==> src/rtl/core_debug_cmd_bridge_pkg.sv <==
// Shared definitions for the host-to-debug-core command bridge: state encoding,
// packet header marker, response status codes and the debug core's command set.
package core_debug_cmd_bridge_pkg;

    typedef enum logic [2:0] {
        IDLE,
        RX_TGT,
        RX_DATA,
        ISSUE,
        WAIT_RESP,
        TX
    } bridgeStateT;

    localparam logic [3:0] HDR_MARKER     = 4'hA;

    localparam logic [7:0] STATUS_OK      = 8'h00;
    localparam logic [7:0] STATUS_ERROR   = 8'h01;
    localparam logic [7:0] STATUS_TIMEOUT = 8'h02;

    localparam logic [3:0] CMD_READ       = 4'h0;
    localparam logic [3:0] CMD_WRITE      = 4'h8;
    localparam logic [3:0] CMD_CONTROL    = 4'hF;

    localparam logic [1:0] RX_LAST_BYTE   = 2'd3;
    localparam logic [2:0] TX_LAST_BYTE   = 3'd4;

    // Only these commands are forwarded; anything else is answered locally with an error.
    function automatic logic isIssuedCmd(input logic [3:0] cmd);
        return (cmd == CMD_READ) || (cmd == CMD_WRITE) || (cmd == CMD_CONTROL);
    endfunction

endpackage

==> src/rtl/core_debug_cmd_bridge_if.sv <==
// Bundle of the host byte streams and the debug-core command/response port.
// master = bridge side, slave = host/debug-core side.
interface core_debug_cmd_bridge_if;

    logic        iRX_VALID;
    logic [7:0]  iRX_DATA;
    logic        oRX_BUSY;
    logic        oTX_VALID;
    logic [7:0]  oTX_DATA;
    logic        iTX_BUSY;
    logic        oCMD_REQ;
    logic        iCMD_BUSY;
    logic [3:0]  oCMD_COMMAND;
    logic [7:0]  oCMD_TARGET;
    logic [31:0] oCMD_DATA;
    logic        iRESP_VALID;
    logic        iRESP_ERROR;
    logic [31:0] iRESP_DATA;

    modport master (
        input  iRX_VALID, iRX_DATA, iTX_BUSY, iCMD_BUSY, iRESP_VALID, iRESP_ERROR, iRESP_DATA,
        output oRX_BUSY, oTX_VALID, oTX_DATA, oCMD_REQ, oCMD_COMMAND, oCMD_TARGET, oCMD_DATA
    );

    modport slave (
        output iRX_VALID, iRX_DATA, iTX_BUSY, iCMD_BUSY, iRESP_VALID, iRESP_ERROR, iRESP_DATA,
        input  oRX_BUSY, oTX_VALID, oTX_DATA, oCMD_REQ, oCMD_COMMAND, oCMD_TARGET, oCMD_DATA
    );

endinterface

==> src/rtl/core_debug_cmd_bridge_timeout.sv <==
// Response-wait watchdog for the command bridge; exists only when
// PROCESSOR_DEBUG_CMD_TIMEOUT_EN is defined.
`ifdef PROCESSOR_DEBUG_CMD_TIMEOUT_EN
module core_debug_cmd_bridge_timeout #(
    parameter int P_TIMEOUT_CYCLES = 1024
) (
    input  logic iCLOCK,
    input  logic inRESET,
    input  logic iClear,
    input  logic iCount,
    output logic oExpired
);

    localparam int CW = $clog2(P_TIMEOUT_CYCLES + 1);
    localparam logic [CW-1:0] LAST_CYCLE = CW'(P_TIMEOUT_CYCLES - 1);

    logic [CW-1:0] waitCount;

    // Counts completed wait cycles; holds at the limit so it can never wrap.
    always_ff @(posedge iCLOCK or negedge inRESET) begin
        if (!inRESET) begin
            waitCount <= '0;
        end else if (iClear) begin
            waitCount <= '0;
        end else if (iCount && (waitCount != LAST_CYCLE)) begin
            waitCount <= waitCount + 1'b1;
        end
    end

    assign oExpired = iCount && (waitCount == LAST_CYCLE);

endmodule
`endif

==> src/rtl/core_debug_cmd_bridge.sv <==
// Host byte-stream to debug-core command bridge: parses A<cmd> tgt d0..d3 packets,
// issues the command, returns status + 32-bit data. Optional wait timeout: PROCESSOR_DEBUG_CMD_TIMEOUT_EN.
module core_debug_cmd_bridge
    import core_debug_cmd_bridge_pkg::*;
#(
    parameter int P_TIMEOUT_CYCLES = 1024
) (
    input  logic iCLOCK,
    input  logic inRESET,
    core_debug_cmd_bridge_if.master bus
);

    bridgeStateT state;
    bridgeStateT stateNext;

    logic [3:0]  command;
    logic [7:0]  target;
    logic [31:0] cmdData;
    logic [7:0]  status;
    logic [31:0] respData;
    logic [1:0]  rxCount;
    logic [2:0]  txCount;

    logic        rxBusy;
    logic        txValid;
    logic        cmdReq;
    logic [7:0]  txByte;
    logic        rxFire;
    logic        txFire;
    logic        cmdAccept;

`ifdef PROCESSOR_DEBUG_CMD_TIMEOUT_EN
    logic timeoutHit;

    core_debug_cmd_bridge_timeout #(
        .P_TIMEOUT_CYCLES(P_TIMEOUT_CYCLES)
    ) uTimeout (
        .iCLOCK  (iCLOCK),
        .inRESET (inRESET),
        .iClear  (cmdAccept),
        .iCount  (state == WAIT_RESP),
        .oExpired(timeoutHit)
    );
`endif

    assign rxFire    = bus.iRX_VALID && !rxBusy;
    assign txFire    = txValid && !bus.iTX_BUSY;
    assign cmdAccept = cmdReq && !bus.iCMD_BUSY;

    always_ff @(posedge iCLOCK or negedge inRESET) begin
        if (!inRESET) begin
            state <= IDLE;
        end else begin
            state <= stateNext;
        end
    end

    // Non-header bytes in IDLE are dropped so the host can resync on the next 0xA? byte.
    always_comb begin
        stateNext = state;
        case (state)
            IDLE:      if (rxFire && (bus.iRX_DATA[7:4] == HDR_MARKER)) stateNext = RX_TGT;
            RX_TGT:    if (rxFire) stateNext = RX_DATA;
            RX_DATA:   if (rxFire && (rxCount == RX_LAST_BYTE))
                           stateNext = isIssuedCmd(command) ? ISSUE : TX;
            ISSUE:     if (cmdAccept) stateNext = WAIT_RESP;
            WAIT_RESP: begin
                if (bus.iRESP_VALID) begin
                    stateNext = TX;
                end
`ifdef PROCESSOR_DEBUG_CMD_TIMEOUT_EN
                else if (timeoutHit) begin
                    stateNext = TX;
                end
`endif
            end
            TX:        if (txFire && (txCount == TX_LAST_BYTE)) stateNext = IDLE;
            default:   stateNext = IDLE;
        endcase
    end

    always_comb begin
        rxBusy  = 1'b1;
        txValid = 1'b0;
        cmdReq  = 1'b0;
        txByte  = 8'h00;
        case (state)
            IDLE, RX_TGT, RX_DATA: rxBusy = 1'b0;
            ISSUE:                 cmdReq = 1'b1;
            TX: begin
                txValid = 1'b1;
                case (txCount)
                    3'd0:    txByte = status;
                    3'd1:    txByte = respData[7:0];
                    3'd2:    txByte = respData[15:8];
                    3'd3:    txByte = respData[23:16];
                    3'd4:    txByte = respData[31:24];
                    default: txByte = 8'h00;
                endcase
            end
            default: ;
        endcase
    end

    // Command fields change only while receiving, so they stay stable through ISSUE..TX.
    always_ff @(posedge iCLOCK or negedge inRESET) begin
        if (!inRESET) begin
            command  <= '0;
            target   <= '0;
            cmdData  <= '0;
            status   <= '0;
            respData <= '0;
            rxCount  <= '0;
            txCount  <= '0;
        end else begin
            case (state)
                IDLE: begin
                    if (rxFire && (bus.iRX_DATA[7:4] == HDR_MARKER)) begin
                        command <= bus.iRX_DATA[3:0];
                    end
                end
                RX_TGT: begin
                    if (rxFire) begin
                        target  <= bus.iRX_DATA;
                        rxCount <= '0;
                    end
                end
                RX_DATA: begin
                    if (rxFire) begin
                        cmdData[{rxCount, 3'b000} +: 8] <= bus.iRX_DATA;
                        rxCount <= rxCount + 2'd1;
                        if ((rxCount == RX_LAST_BYTE) && !isIssuedCmd(command)) begin
                            status   <= STATUS_ERROR;
                            respData <= '0;
                            txCount  <= '0;
                        end
                    end
                end
                WAIT_RESP: begin
                    if (bus.iRESP_VALID) begin
                        status   <= bus.iRESP_ERROR ? STATUS_ERROR : STATUS_OK;
                        respData <= bus.iRESP_DATA;
                        txCount  <= '0;
                    end
`ifdef PROCESSOR_DEBUG_CMD_TIMEOUT_EN
                    else if (timeoutHit) begin
                        status   <= STATUS_TIMEOUT;
                        respData <= '0;
                        txCount  <= '0;
                    end
`endif
                end
                TX: begin
                    if (txFire) begin
                        txCount <= (txCount == TX_LAST_BYTE) ? 3'd0 : txCount + 3'd1;
                    end
                end
                default: ;
            endcase
        end
    end

    assign bus.oRX_BUSY     = rxBusy;
    assign bus.oTX_VALID    = txValid;
    assign bus.oTX_DATA     = txByte;
    assign bus.oCMD_REQ     = cmdReq;
    assign bus.oCMD_COMMAND = command;
    assign bus.oCMD_TARGET  = target;
    assign bus.oCMD_DATA    = cmdData;

endmodule
==> src/flat_wrapper.sv <==
// flat-port wrapper written by rule: the top's interface ports become plain ports
module core_debug_cmd_bridge_flat import core_debug_cmd_bridge_pkg::*;
#(
    parameter int P_TIMEOUT_CYCLES = 1024
)
  (iCLOCK, inRESET, bus_iRX_VALID, bus_iRX_DATA, bus_iTX_BUSY, bus_iCMD_BUSY, bus_iRESP_VALID, bus_iRESP_ERROR, bus_iRESP_DATA, bus_oRX_BUSY, bus_oTX_VALID, bus_oTX_DATA, bus_oCMD_REQ, bus_oCMD_COMMAND, bus_oCMD_TARGET, bus_oCMD_DATA);
  core_debug_cmd_bridge_if bus_i ();
  input  logic iCLOCK;
  input  logic inRESET;
  input wire logic [$bits(bus_i.iRX_VALID)-1:0] bus_iRX_VALID;
  input wire logic [$bits(bus_i.iRX_DATA)-1:0] bus_iRX_DATA;
  input wire logic [$bits(bus_i.iTX_BUSY)-1:0] bus_iTX_BUSY;
  input wire logic [$bits(bus_i.iCMD_BUSY)-1:0] bus_iCMD_BUSY;
  input wire logic [$bits(bus_i.iRESP_VALID)-1:0] bus_iRESP_VALID;
  input wire logic [$bits(bus_i.iRESP_ERROR)-1:0] bus_iRESP_ERROR;
  input wire logic [$bits(bus_i.iRESP_DATA)-1:0] bus_iRESP_DATA;
  output wire logic [$bits(bus_i.oRX_BUSY)-1:0] bus_oRX_BUSY;
  output wire logic [$bits(bus_i.oTX_VALID)-1:0] bus_oTX_VALID;
  output wire logic [$bits(bus_i.oTX_DATA)-1:0] bus_oTX_DATA;
  output wire logic [$bits(bus_i.oCMD_REQ)-1:0] bus_oCMD_REQ;
  output wire logic [$bits(bus_i.oCMD_COMMAND)-1:0] bus_oCMD_COMMAND;
  output wire logic [$bits(bus_i.oCMD_TARGET)-1:0] bus_oCMD_TARGET;
  output wire logic [$bits(bus_i.oCMD_DATA)-1:0] bus_oCMD_DATA;
  assign bus_i.iRX_VALID = bus_iRX_VALID;
  assign bus_i.iRX_DATA = bus_iRX_DATA;
  assign bus_i.iTX_BUSY = bus_iTX_BUSY;
  assign bus_i.iCMD_BUSY = bus_iCMD_BUSY;
  assign bus_i.iRESP_VALID = bus_iRESP_VALID;
  assign bus_i.iRESP_ERROR = bus_iRESP_ERROR;
  assign bus_i.iRESP_DATA = bus_iRESP_DATA;
  assign bus_oRX_BUSY = bus_i.oRX_BUSY;
  assign bus_oTX_VALID = bus_i.oTX_VALID;
  assign bus_oTX_DATA = bus_i.oTX_DATA;
  assign bus_oCMD_REQ = bus_i.oCMD_REQ;
  assign bus_oCMD_COMMAND = bus_i.oCMD_COMMAND;
  assign bus_oCMD_TARGET = bus_i.oCMD_TARGET;
  assign bus_oCMD_DATA = bus_i.oCMD_DATA;
  core_debug_cmd_bridge #(.P_TIMEOUT_CYCLES(P_TIMEOUT_CYCLES)) u_core (.iCLOCK(iCLOCK), .inRESET(inRESET), .bus(bus_i));
endmodule
==> config.mk <==
export PLATFORM = sky130hd
export DESIGN_NAME = core_debug_cmd_bridge_flat
export DESIGN_NICKNAME = d
export VERILOG_FILES = /design/src/rtl/core_debug_cmd_bridge_pkg.sv /design/src/rtl/core_debug_cmd_bridge_if.sv /design/src/rtl/core_debug_cmd_bridge_timeout.sv /design/src/rtl/core_debug_cmd_bridge.sv /design/src/flat_wrapper.sv
export SDC_FILE = /design/constraint.sdc
export NUM_CORES = 1
export LEC_CHECK = 0
export ABC_CLOCK_PERIOD_IN_PS = 3900
export BUFFER_PORTS_ARGS = -buffer_cell sky130_fd_sc_hd__buf_2
export CAP_MARGIN = 10
export CORE_ASPECT_RATIO = 2
export CORE_MARGIN = 4
export CORE_UTILIZATION = 57
export CTS_CLUSTER_SIZE = 25
export DETAILED_ROUTE_END_ITERATION = 7
export GPL_TIMING_DRIVEN = 1
export PLACE_DENSITY = 0.85
export SETUP_SLACK_MARGIN = 0.5
export SLEW_MARGIN = 20
export SYNTH_ARGS = -nofsm -noshare
export SYNTH_HDL_FRONTEND = slang
export SYNTH_SLANG_ARGS = --single-unit
==> constraint.sdc <==
create_clock -name iCLOCK -period 3.9 [get_ports iCLOCK]
set_input_delay 0.975 -clock iCLOCK [delete_from_list [all_inputs] [get_ports iCLOCK]]
set_output_delay 0.975 -clock iCLOCK [all_outputs]
set_load 0.01 [all_outputs]
Word level (Yosys, flattened, before mapping) --
Cells that the tools add are included.
Storage, ports and cells: flip-flop bits (word level) 92, output and inout bits 55
Operators by class: $add $sub $neg 3, eq/ne operators 22, shifts and indexed selects 2, multiplexer cells 32, reductions and logical operators 26
Operators by type and width (count):
- 2-to-1 mux 32 bit | 3
- one-hot mux 32 bit (2 select lines) | 1
- one-hot mux 8 bit (5 select lines) | 1
- 2-to-1 mux 3 bit | 12
- bitwise mux 32 bit | 1
- 2-to-1 mux 8 bit | 4
- variable shift 8 x 7 -> 32 bit, first input constant | 1
- variable part select 8 x 7 -> 32 bit | 1
- one-hot mux 3 bit (6 select lines) | 1
- != test 2 x 1 -> 1 bit, second input constant | 8
- one-hot mux 8 bit (2 select lines) | 1
- == test 3 x 2 -> 1 bit, second input constant | 4
- == test 4 bit, second input constant | 3
- == test 3 bit, second input constant | 3
- one-hot mux 3 bit (3 select lines) | 1
- logical AND 1 bit | 7
- negator 5 -> 7 bit | 1
- == test 3 x 1 -> 1 bit, second input constant | 2
- logical NOT 3 bit | 2
- AND reduction 2 bit | 3
- AND reduction 6 bit | 1
- AND reduction 5 bit | 1
- logical NOT 4 bit | 1
- 2-to-1 mux 1 bit | 4
- 13 further kinds | 18

Longest topological paths before layout --
depth after elaboration 8, depth in mapped cells 7

Least setup slack after synthesis --
Ideal clock, no wire load.
kind register to output, start point register u_core.txCount[1], end point output port bus_oTX_DATA[0], arrival 1.463 ns, required time 2.925 ns, path slack 1.462 ns, cell stages (with the launch flop) 8, path buffers 1, path through dfrtp_1 > inv_1 > ha_1 > clkbuf_1 > nor3_1 > nor2_1 > o21ai_1 > nor2_1
Between the ends: longest elaborated chain between the ends 3, elaborated cells between the ends (all ways) 7, those cells by class 4 x eq/ne; 2 x mux; 1 x reduce/logical
Ends and longest elaborated chain:
- start: declaration | line core_debug_cmd_bridge.sv:22 | logic [2:0] txCount;
- start signal: assignment | line core_debug_cmd_bridge.sv:155 | txCount <= (txCount == TX_LAST_BYTE) ? 3'd0 : txCount + 3'd1;
- == test 3 bit, or another cell as far along | line core_debug_cmd_bridge.sv:92 | case (txCount)
- one-hot mux 8 bit (5 select lines) (*) | line core_debug_cmd_bridge.sv:92
- 2-to-1 mux 8 bit (*) | line core_debug_cmd_bridge.sv:87 | case (state)
- end: declaration | line flat_wrapper.sv:19 | output wire logic [$bits(bus_i.oTX_DATA)-1:0] bus_oTX_DATA;
Every way passes the cells marked *; elsewhere a longest branch is shown, timed or not.

Final worst setup path --
start point register u_core.txCount[1], end point output port bus_oTX_DATA[7]
The elaborated chain is that of the path after synthesis.

==> flow_summary.html <==
<table>
<tr><th>Metric</th><th>Value</th></tr>
<tr><th colspan="2">Outcome</th></tr>
<tr><td>Result of the run</td><td>finished clean</td></tr>
<tr><th colspan="2">Clocking</th></tr>
<tr><td>Root Driver</td><td>clkbuf_16</td></tr>
<tr><td>Clock-pin slew on the worst setup and hold paths</td><td>approximately 0.06 ns</td></tr>
<tr><td>Largest buffer count on any clock path</td><td>2</td></tr>
<tr><td>Skew-Pair Late Insertion Delay</td><td>0.34 ns</td></tr>
<tr><td>Number of levels in the clock H-tree</td><td>3</td></tr>
<tr><td>Clock tree from TritonCTS</td><td>built</td></tr>
<tr><td>Total setup buffers inserted after CTS</td><td>0</td></tr>
<tr><td>Quantity of hold-fixing buffers added after cts</td><td>0</td></tr>
<tr><td>Number of cells upsized or downsized after cts</td><td>0</td></tr>
<tr><td>Total clock buffers created by CTS</td><td>9</td></tr>
<tr><td>Num Clock Sinks</td><td>85</td></tr>
<tr><th colspan="2">Global route</th></tr>
<tr><td>Total routing resource utilization after global routing</td><td>about 26%</td></tr>
<tr><td>Via count of the first global-routing pass</td><td>about 3200</td></tr>
<tr><td>Global-route wire length before repair</td><td>between 15 and 20 mm</td></tr>
<tr><td>Largest net degree at the start of global routing</td><td>86</td></tr>
<tr><td>GR Overflow Total</td><td>0</td></tr>
<tr><td>Initial antenna violation count</td><td>0</td></tr>
<tr><th colspan="2">Timing</th></tr>
<tr><td>Min cycle time layout</td><td>between 3 and 4 ns</td></tr>
<tr><td>Unrepaired setup endpoints after global routing</td><td>false</td></tr>
<tr><td>Final hold vios</td><td>0</td></tr>
<tr><td>Slew @ Worst Pin</td><td>a little under 0.9 ns</td></tr>
<tr><td>Final Max Slew Viols</td><td>0</td></tr>
<tr><td>Number of setup violations in the final report</td><td>0</td></tr>
<tr><td>Highest clock frequency the design can meet</td><td>320 MHz</td></tr>
<tr><td>Summed negative setup slack over all endpoints</td><td>0 ns</td></tr>
<tr><td>Fraction of the cycle the final worst path needs</td><td>around 80%</td></tr>
<tr><td>Worst clock skew</td><td>between 0.005 and 0.006 ns</td></tr>
<tr><td>Worst max-slew margin expressed relative to the limit</td><td>between 40% and 50%</td></tr>
<tr><td>Final Hold Slack</td><td>approximately 0.47 ns</td></tr>
<tr><th colspan="2">Synth</th></tr>
<tr><td>Number of enable-type register cells in the synthesized netlist</td><td>0</td></tr>
<tr><td>Top cell type by total area after synthesis</td><td>dfrtp_1</td></tr>
<tr><td>Fraction of registers with async set/reset</td><td>100%</td></tr>
<tr><td>Top area cells in the synthesized netlist</td><td>dfrtp_1, a22o_1, nand2_1</td></tr>
<tr><td>Proportion of synthesized chip area in sequential cells</td><td>about 55%</td></tr>
<tr><td>Total of warnings raised by yosys</td><td>0</td></tr>
<tr><td>Top FF cell, synth</td><td>dfrtp_1</td></tr>
<tr><td>Most common library cells after synthesis</td><td>dfrtp_1, nand2_1, a22o_1</td></tr>
<tr><td>Post-synthesis cell count</td><td>358</td></tr>
<tr><td>Share of Yosys cell area claimed by the top area cell type</td><td>about 55%</td></tr>
<tr><td>Post-Syn Nets</td><td>415</td></tr>
<tr><td>Yosys reg bits</td><td>85</td></tr>
<tr><td>Synthesized cell area</td><td>0.00389 mm^2</td></tr>
<tr><td>Count leader, synth</td><td>dfrtp_1</td></tr>
<tr><td>Post-Syn Area per Cell</td><td>10.9 um^2</td></tr>
<tr><td>Yosys cell types</td><td>50</td></tr>
<tr><th colspan="2">Setup path</th></tr>
<tr><td>Worst EP arrival</td><td>approximately 2.2 ns</td></tr>
<tr><td>Crit path top cell by count</td><td>nor2_1</td></tr>
<tr><td>Largest driver fanout on the critical path</td><td>9</td></tr>
<tr><td>Length in cells of the worst reg-to-reg path</td><td>6</td></tr>
<tr><td>CP Cell Sequence</td><td>inv_1 &gt; ha_1 &gt; nor3_1 &gt; nor2_1 &gt; o21ai_1 &gt; nor2_1 &gt; buf_2</td></tr>
<tr><td>Endpoint type of the worst setup path</td><td>output port</td></tr>
<tr><td>R2R Path Start</td><td>u_core.rxCount[0]</td></tr>
<tr><td>Kind of critical path</td><td>reg2out</td></tr>
<tr><td>Slowest stage cell on the critical path</td><td>o21ai_1</td></tr>
<tr><td>Top Family by Delay on Critical Path</td><td>compound AO/OA/AOI/OAI gates</td></tr>
<tr><td>Crit path buf inv count</td><td>2</td></tr>
<tr><td>Worst reg2reg setup slack</td><td>~1.8 ns</td></tr>
<tr><td>Startpoint type of the worst setup path</td><td>flip-flop</td></tr>
<tr><td>Endpoint of the most critical register-to-register path</td><td>u_core.bus.oCMD_DATA[20]</td></tr>
<tr><td>Worst stage delay on the critical path</td><td>approximately 0.47 ns</td></tr>
<tr><td>Required time reported for the critical path endpoint</td><td>a little under 3 ns</td></tr>
<tr><th colspan="2">Detailed routing</th></tr>
<tr><td>Violation count after the first detailed-routing iteration</td><td>between 150 and 200</td></tr>
<tr><td>Total length of routed wires</td><td>approximately 10 mm</td></tr>
<tr><td>Overall via count from detail_route</td><td>roughly 3100</td></tr>
<tr><td>Number of remaining DRC errors</td><td>0</td></tr>
<tr><td>Routed wire per std cell</td><td>~18 um</td></tr>
<tr><td>DR vias/cell</td><td>between 5 and 6</td></tr>
<tr><td>DR pass1 iterations</td><td>5</td></tr>
<tr><td>Final ANT Viol Nets</td><td>0</td></tr>
<tr><th colspan="2">Final layout</th></tr>
<tr><td>Number of filler instances in the final layout</td><td>505</td></tr>
<tr><td>Layout overhead on the synthesized area</td><td>21.1%</td></tr>
<tr><td>Fraction of final layout cells with drive strength greater than 1</td><td>30.6%</td></tr>
<tr><td>Area of all sequential standard cells</td><td>0.00213 mm^2</td></tr>
<tr><td>Diodes inserted</td><td>0</td></tr>
<tr><td>Multi-input logic area</td><td>between 0.0015 and 0.002 mm^2</td></tr>
<tr><td>Net count, final</td><td>510</td></tr>
<tr><td>Final Instance Area</td><td>between 0.004 and 0.005 mm^2</td></tr>
<tr><th colspan="2">Power and ir drop</th></tr>
<tr><td>Int Pwr</td><td>approximately 0.0024 W</td></tr>
<tr><td>Max VDD drop</td><td>between 0.4 and 0.5 mV</td></tr>
<tr><td>Static leakage</td><td>between 2 and 2.5 nW</td></tr>
<tr><td>Fraction of power consumed by sequential logic</td><td>41.6%</td></tr>
<tr><td>Pwr dens</td><td>roughly 800 mW/mm^2</td></tr>
<tr><td>Combinational fraction of design power</td><td>35.6%</td></tr>
<tr><td>Clk network pwr share</td><td>22.8%</td></tr>
<tr><td>Switching power summed over all nets</td><td>between 0.001 and 0.0015 W</td></tr>
<tr><td>Switching part of the total power</td><td>between 30 and 40%</td></tr>
<tr><th colspan="2">Placement</th></tr>
<tr><td>Post-place instance area</td><td>~0.0044 mm^2</td></tr>
<tr><td>Port-buffer cells</td><td>101</td></tr>
<tr><td>GPL Wtd Cong</td><td>a little over 0.8</td></tr>
<tr><td>Detailed placement HPWL</td><td>between 7 and 8 mm</td></tr>
<tr><th colspan="2">Floorplan</th></tr>
<tr><td>Die height</td><td>125 um</td></tr>
<tr><td>Row count</td><td>42</td></tr>
<tr><td>Die X</td><td>roughly 66 um</td></tr>
<tr><td>Full die area</td><td>a little over 0.008 mm^2</td></tr>
<tr><td>Standard cell core area</td><td>0.00662 mm^2</td></tr>
<tr><td>Initial core utilization</td><td>58.8%</td></tr>
<tr><td>Number of top-level design ports</td><td>a little over 100</td></tr>
<tr><th colspan="2">Worst hold path</th></tr>
<tr><td>Startpoint of the worst hold path</td><td>u_core.bus.oCMD_DATA[25]</td></tr>
<tr><td>Hold Path Class</td><td>reg2reg</td></tr>
<tr><td>Min-Delay Endpoint</td><td>u_core.bus.oCMD_DATA[25]</td></tr>
<tr><td>Hold Path Stages</td><td>2</td></tr>
<tr><th colspan="2">Flow run</th></tr>
<tr><td>Max Cap Viol</td><td>0</td></tr>
</table>
-- layout make-up --
cell class	count	share of cell area, %
Clock inverter	5	1.25
Sequential cell	85	45.1
Tap cell	88	2.34
Inverter	10	0.850
Timing Repair Buffer	103	11.2
Clock buffer	11	5.15
Multi-Input combinational cell	244	34.1
-- cell usage in the layout (no fill, tap or decap), types with 2 or more instances in the layout --
cell        instances
nor2_1             17
buf_2             100
o21ai_0            26
clkbuf_16           9
o31a_1              2
a21oi_1             3
buf_4               2
o31ai_1             2
a222oi_1            8
clkinvlp_4          2
o21ai_1             2
nor2b_1             4
inv_1               7
a221o_1             2
ha_1               10
nand2_1            74
dfrtp_1            85
a22o_1             40
mux2_2             12
nor3_1              5
nand3_1            10
nand2b_1            3
-- metal layers --
layer | global-route usage (%) | vias up | share of wire (%)
li1 | - | 1477 | -
met1 | 27.7 | 1511 | 36
met2 | 46.0 | 117 | 56
met3 | 6.68 | 17 | 5.9
met4 | 11.4 | 0 | 2.6
met5 | 0 | - | 0
-- logic make-up after synthesis --
kind of cell / Yosys count / synth area share, %
and+or+nand+nor: 126 / 15.8
DFF: 85 / 54.7
AOI/OAI and AO/OA: 95 / 18.5
muxes: 13 / 3.73
adders and majority gates: 10 / 3.22
buffers and inverters: 29 / 4.05
-- state kept, by name, indices dropped and copies added, names as in the netlist --
name and flops:
u_core.rxCount 2, u_core.status 1, u_core.bus.oCMD_TARGET 8, u_core.txCount 3
u_core.bus.oCMD_COMMAND 4, u_core.respData 32, u_core.state 3, u_core.bus.oCMD_DATA 32
-- power by group through the flow --
stage	Sequential, W	Clock [W]	Combinational [W]
CTS	0.00156	0.000871	0.00136
global route	0.00160	0.000911	0.00150
global placement	0.00156	0	0.00130
detailed placement	0.00157	0	0.00134
finish	0.00157	0.000857	0.00134
floorplan	0.00154	0	0.000900
-- metrics by stage --
step / power (W) / utilization [%] / cells / worst slack (ns)
6_report: 0.00377 / 71.2 / 546 / 0.772
5_1_grt: 0.00402 / 71.2 / 546 / 0.594
4_1_cts: 0.00379 / 71.1 / 546 / 0.778
3_5_place_dp: 0.00291 / 66.6 / 530 / 1.13
3_3_place_gp: 0.00285 / 66.6 / 530 / 1.23
2_1_floorplan: 0.00244 / - / 358 / 1.46
-- tightest hold or removal path, delay by kind of cell (launching register included) --
family | cells | cell delay (ns)
and+or+nand+nor | 2 | 0.10
DFF | 1 | 0.34
-- worst max path at each step --
stage | from | to | slack, ns | cells past startpoint
after floorplan | u_core.txCount[1] | bus_oTX_DATA[0] | 1.46 | 7
after global placement | u_core.state[0] | bus_oTX_DATA[0] | 1.23 | 6
after detailed placement | u_core.txCount[1] | bus_oTX_DATA[7] | 1.13 | 7
after CTS | u_core.txCount[1] | bus_oTX_DATA[7] | 0.78 | 7
after global routing | u_core.txCount[1] | bus_oTX_DATA[3] | 0.59 | 7
final | u_core.txCount[1] | bus_oTX_DATA[7] | 0.77 | 7
Note: power is estimated with default switching activity, not from simulation.
